<file path="src/rtl/mul_rep_add_pkg.sv">
// rtl/mul_rep_add_pkg.sv - shared types and defaults for the repeated-addition multiplier
// Contents:
//   WIDTH_DEF : default operand width
//   state_t   : controller states (IDLE, ADD, DONE), 2-bit encoding
package mul_rep_add_pkg;

  localparam int WIDTH_DEF = 16;

  typedef enum logic [1:0] {
    IDLE = 2'd0,
    ADD  = 2'd1,
    DONE = 2'd2
  } state_t;

endpackage

</file>
<file path="src/rtl/eqz_n.sv">
// rtl/eqz_n.sv - parametrised combinational equal-to-zero detector
// Ports:
//   data : input  [WIDTH-1:0] value under test
//   eqz  : output             1 when data is all zeros
module eqz_n #(
  parameter int WIDTH = 16
) (
  input  logic [WIDTH-1:0] data,
  output logic             eqz
);

  assign eqz = (data == '0);

endmodule

</file>
<file path="src/rtl/mul_rep_add.sv">
// rtl/mul_rep_add.sv - unsigned sequential multiplier using repeated addition
// Ports:
//   clk     : input               rising-edge clock
//   rst     : input               synchronous active-high reset
//   start   : input               request, sampled only in IDLE
//   data_a  : input  [WIDTH-1:0]  multiplicand, sampled with start
//   data_b  : input  [WIDTH-1:0]  multiplier, sampled with start
//   busy    : output              high while in ADD
//   done    : output              one-cycle pulse, product valid
//   product : output [2*WIDTH-1:0] accumulator; holds until the next accepted start
//   eqz     : output              count register is zero
module mul_rep_add
  import mul_rep_add_pkg::*;
#(
  parameter int WIDTH     = WIDTH_DEF,
  parameter bit MIN_COUNT = 1'b0
) (
  input  logic                 clk,
  input  logic                 rst,
  input  logic                 start,
  input  logic [WIDTH-1:0]     data_a,
  input  logic [WIDTH-1:0]     data_b,
  output logic                 busy,
  output logic                 done,
  output logic [2*WIDTH-1:0]   product,
  output logic                 eqz
);

  state_t             state, state_nxt;
  logic [WIDTH-1:0]   areg;
  logic [WIDTH-1:0]   cnt;
  logic [2*WIDTH-1:0] preg;

  logic [WIDTH-1:0]   addend;
  logic [WIDTH-1:0]   count;
  logic               swap;

  eqz_n #(.WIDTH(WIDTH)) u_eqz (
    .data (cnt),
    .eqz  (eqz)
  );

  // In MIN_COUNT mode the smaller operand becomes the loop count so the
  // latency is bounded by min(A,B)+1; ties keep the original order.
  assign swap   = MIN_COUNT && (data_a < data_b);
  assign addend = swap ? data_b : data_a;
  assign count  = swap ? data_a : data_b;

  always_comb begin
    state_nxt = state;
    busy      = 1'b0;
    done      = 1'b0;
    case (state)
      IDLE: begin
        if (start) state_nxt = ADD;
      end
      ADD: begin
        busy = 1'b1;
        if (eqz) state_nxt = DONE;
      end
      DONE: begin
        done      = 1'b1;
        state_nxt = IDLE;
      end
      default: state_nxt = IDLE;
    endcase
  end

  always_ff @(posedge clk) begin
    if (rst) begin
      state <= IDLE;
      areg  <= '0;
      cnt   <= '0;
      preg  <= '0;
    end else begin
      state <= state_nxt;
      case (state)
        IDLE: begin
          if (start) begin
            preg <= '0;
            areg <= addend;
            cnt  <= count;
          end
        end
        ADD: begin
          // Zero test comes before the decrement, so cnt never wraps.
          if (!eqz) begin
            preg <= preg + {{WIDTH{1'b0}}, areg};
            cnt  <= cnt - 1'b1;
          end
        end
        default: ;
      endcase
    end
  end

  assign product = preg;

endmodule

</file>
<file path="config.mk">
export PLATFORM = sky130hd
export DESIGN_NAME = mul_rep_add
export DESIGN_NICKNAME = d
export VERILOG_FILES = /design/src/rtl/mul_rep_add_pkg.sv /design/src/rtl/eqz_n.sv /design/src/rtl/mul_rep_add.sv
export SDC_FILE = /design/constraint.sdc
export NUM_CORES = 1
export LEC_CHECK = 0
export ABC_AREA = 1
export ABC_CLOCK_PERIOD_IN_PS = 5500
export CAP_MARGIN = 20
export CORE_ASPECT_RATIO = 0.6
export CORE_MARGIN = 2
export CORE_UTILIZATION = 59
export CTS_BUF_LIST = sky130_fd_sc_hd__clkbuf_8 sky130_fd_sc_hd__clkbuf_16
export DETAILED_ROUTE_END_ITERATION = 7
export GPL_TIMING_DRIVEN = 0
export PLACE_DENSITY = 0.95
export SLEW_MARGIN = 20
export SYNTH_ARGS = -nofsm -noshare
export SYNTH_HDL_FRONTEND = slang
export SYNTH_HIERARCHICAL = 1
export SYNTH_SLANG_ARGS = --single-unit
</file>
<file path="constraint.sdc">
create_clock -name clk -period 5.5 [get_ports clk]
set_clock_uncertainty 0.2 [all_clocks]
set_input_delay 1.1 -clock clk [delete_from_list [all_inputs] [get_ports clk]]
set_output_delay 1.1 -clock clk [all_outputs]
set_load 0.05 [all_outputs]
</file>
==> impl_metrics.yaml <==
placement:
  post-dp-hpwl_mm: 11.0
  gp_routability_congestion: 1.00
  place_inst: 889
  port_buffers: 68
  dpl_cell_area_sq_mm: 0.00529
  place_ws_ns: 2.28
grt:
  grt_overflow: 0
  grt_antenna_before_repair: 0
  grt_max_degree: 11
  track_usage_pct: 35.5
  grt_pass1_vias: 4475
  grt_pass1_wl_mm: 22.4
pwr:
  internal_power_uw: 977
  pwr-share-comb_pct: 29.2
  pwr-share-clk_pct: 34.4
  p_per_area_mw_per_mm2: 274
  peakVddDrop_mv: 0.272
  p_leak_uw: 0.00248
  swShare_pct: 35.8
  seq_power_share_pct: 36.3
  switching_power_uw: 545
clock_network:
  numCtsBuffers: 9
  cts_root_buf: "clkbuf_16"
  ctsHtreeMaxLevel: 3
  insertion_delay_ns: 0.34
  post_cts_buffers: 0
  clk_pin_slew_ns: 0.06
  cts_tree: "done"
  cts_hold_buf: 0
  cts_max_path_buffers: 2
  cts_resized: 0
  cts.sinks: 66
route:
  final_antenna_net_count: 0
  wl_per_cell_um: 15.5
  wl_mm: 14.0
  drc: 0
  drt_iter0_markers: 628
  viasPerCell: 5.45
  vias: 4936
  firstDrtPassIters: 6
timing:
  setup_tns_ns: 0
  rsz0062_at_grt: "no"
  hold_violations: 0
  fin_hold_ws_ns: 0.288
  setup_ws_ns: 1.90
  period_share_pct: 65.4
  worstMarginPinSlew_ns: 0.531
  finalCriticalPeriod_ns: 3.60
  setup_viol: 0
  slew_headroom_pct: 64.5
  fmax_mhz: 278
  slew_viol_final: 0
synth:
  ys_types: 38
  netlist_area_sq_mm: 0.00448
  netlist.area_leader.share_pct: 29.5
  synth_warnings: 6
  synth-main-ff-cell: "dfxtp_1"
  synth_cells: 717
  avgSynthCellArea_sq_um: 6.24
  synth_top_area_cell: "dfxtp_1"
  synth-seq-cells: 66
  synth_nets: 770
  synthArstFlopShare_pct: 0
  yosysSeqAreaShare_pct: 29.5
  synth_edf_count: 0
  synthTopCellsByArea: "dfxtp_1, nand2_1, nor2_1"
cells_and_area:
  num_antenna_cells: 0
  final_cell_mix: "nand2_1, inv_1, nor2_1"
  final_layout_size_suffix_gt1_share_pct: 8.49
  mostFrequentLayoutCell: "nand2_1"
  multi_input_area_sq_mm: 0.00267
  syn_to_final_growth_pct: 24.0
  ff_latch_area_sq_mm: 0.00132
  fin_nets: 849
  fin_cells: 905
  finish.instance_area_sq_mm: 0.00555
  fill_cells: 598
critical_path:
  crit_path_start_kind: "flop"
  reg2regPathDepth: 13
  rrSetupSlack_ns: 2.95
  required_ns: 4.20
  arrival_ns: 2.30
  cp-end-kind: "primary output"
  critical_path_class: "flop to primary output"
  path_max_fanout: 10
floorplanning:
  initial_core_util_pct: 61.3
  rows: 24
  io_pins: 70
  dieArea_sq_mm: 0.00832
  die_w_um: 116
  design.core.area_sq_mm: 0.00730
  die_y_um: 71.5
worst_hold_path:
  hp-class: "flop to flop"
  hold_depth: 2
status:
  status: "finished clean"
flow_run:
  maxCapViolCount: 0
-- cell families after synthesis --
| family | Yosys count | share of synthesized area [%] |
|---|---|---|
| buffers and inverters | 120 | 10.8 |
| XOR/XNOR | 11 | 2.15 |
| AND/OR/NAND/NOR | 408 | 40.2 |
| flip-flops | 66 | 29.5 |
| adder cells (fa/ha/maj) | 18 | 5.20 |
| AO/OA/AOI/OAI | 94 | 12.1 |
-- sequential cells by signal, indices dropped and copies added, names as in the netlist --
register  cells
cnt          16
state         2
product      32
areg         16
-- worst paths after layout --
kind                                    to                startpoint
hold / removal    product[14]$_SDFFE_PP0P_  product[14]$_SDFFE_PP0P_
hold reg to reg   product[14]$_SDFFE_PP0P_  product[14]$_SDFFE_PP0P_
setup reg to reg  product[24]$_SDFFE_PP0P_   product[0]$_SDFFE_PP0P_
setup / recovery                      busy     state[0]$_SDFFE_PP0P_
-- cell usage after synthesis (all sizes together), types with 2 or more instances --
cell type	count
xor2	11
dfxtp	66
o22ai	8
nand2	211
ha	17
or2	3
and2	3
o32ai	2
nand4	4
nor2	112
a21oi	39
nand3	57
nand3b	4
nor4	2
inv	105
o21ai	44
nor3	10
clkbuf	4
buf	10
-- through the flow --
stage          power (uW)  util, %
6_report             1520     76.1
5_1_grt              1580     76.1
4_1_cts              1500     76.1
3_5_place_dp          988     72.4
3_3_place_gp          973     72.4
2_1_floorplan         850        -
-- area by class of cell --
type,count,area share (%)
sequential,66,23.8
inverter,106,7.21
buffer,14,1.49
clock buffer,10,4.30
multi-input combinational,531,48.1
clock inverter,6,0.473
timing repair buffer,68,12.3
tap,104,2.34
-- layer usage --
layer,global-route usage (%),routed length (um),vias to the layer above
met5,0,0,-
met4,7.94,114,0
met3,11.4,1650,18
met2,47.5,5320,264
met1,54.8,6940,2223
li1,-,-,2431
-- power groups by stage --
stage                     logic, uW  clock network [uW]  registers, uW
after floorplan                 276                   0            574
after global placement          415                   0            559
after detailed placement        427                   0            561
after CTS                       432                 521            551
after global routing            485                 543            557
final                           445                 524            553
-- critical path, cell delays in order, from the launching register on --
cell and delay (ns):
dfxtp_1 0.39, inv_2 0.06, nor2_4 0.11, buf_2 0.26, buf_2 0.29, clkdlybuf4s50_1 0.84
(Power assumes the default switching activity.)
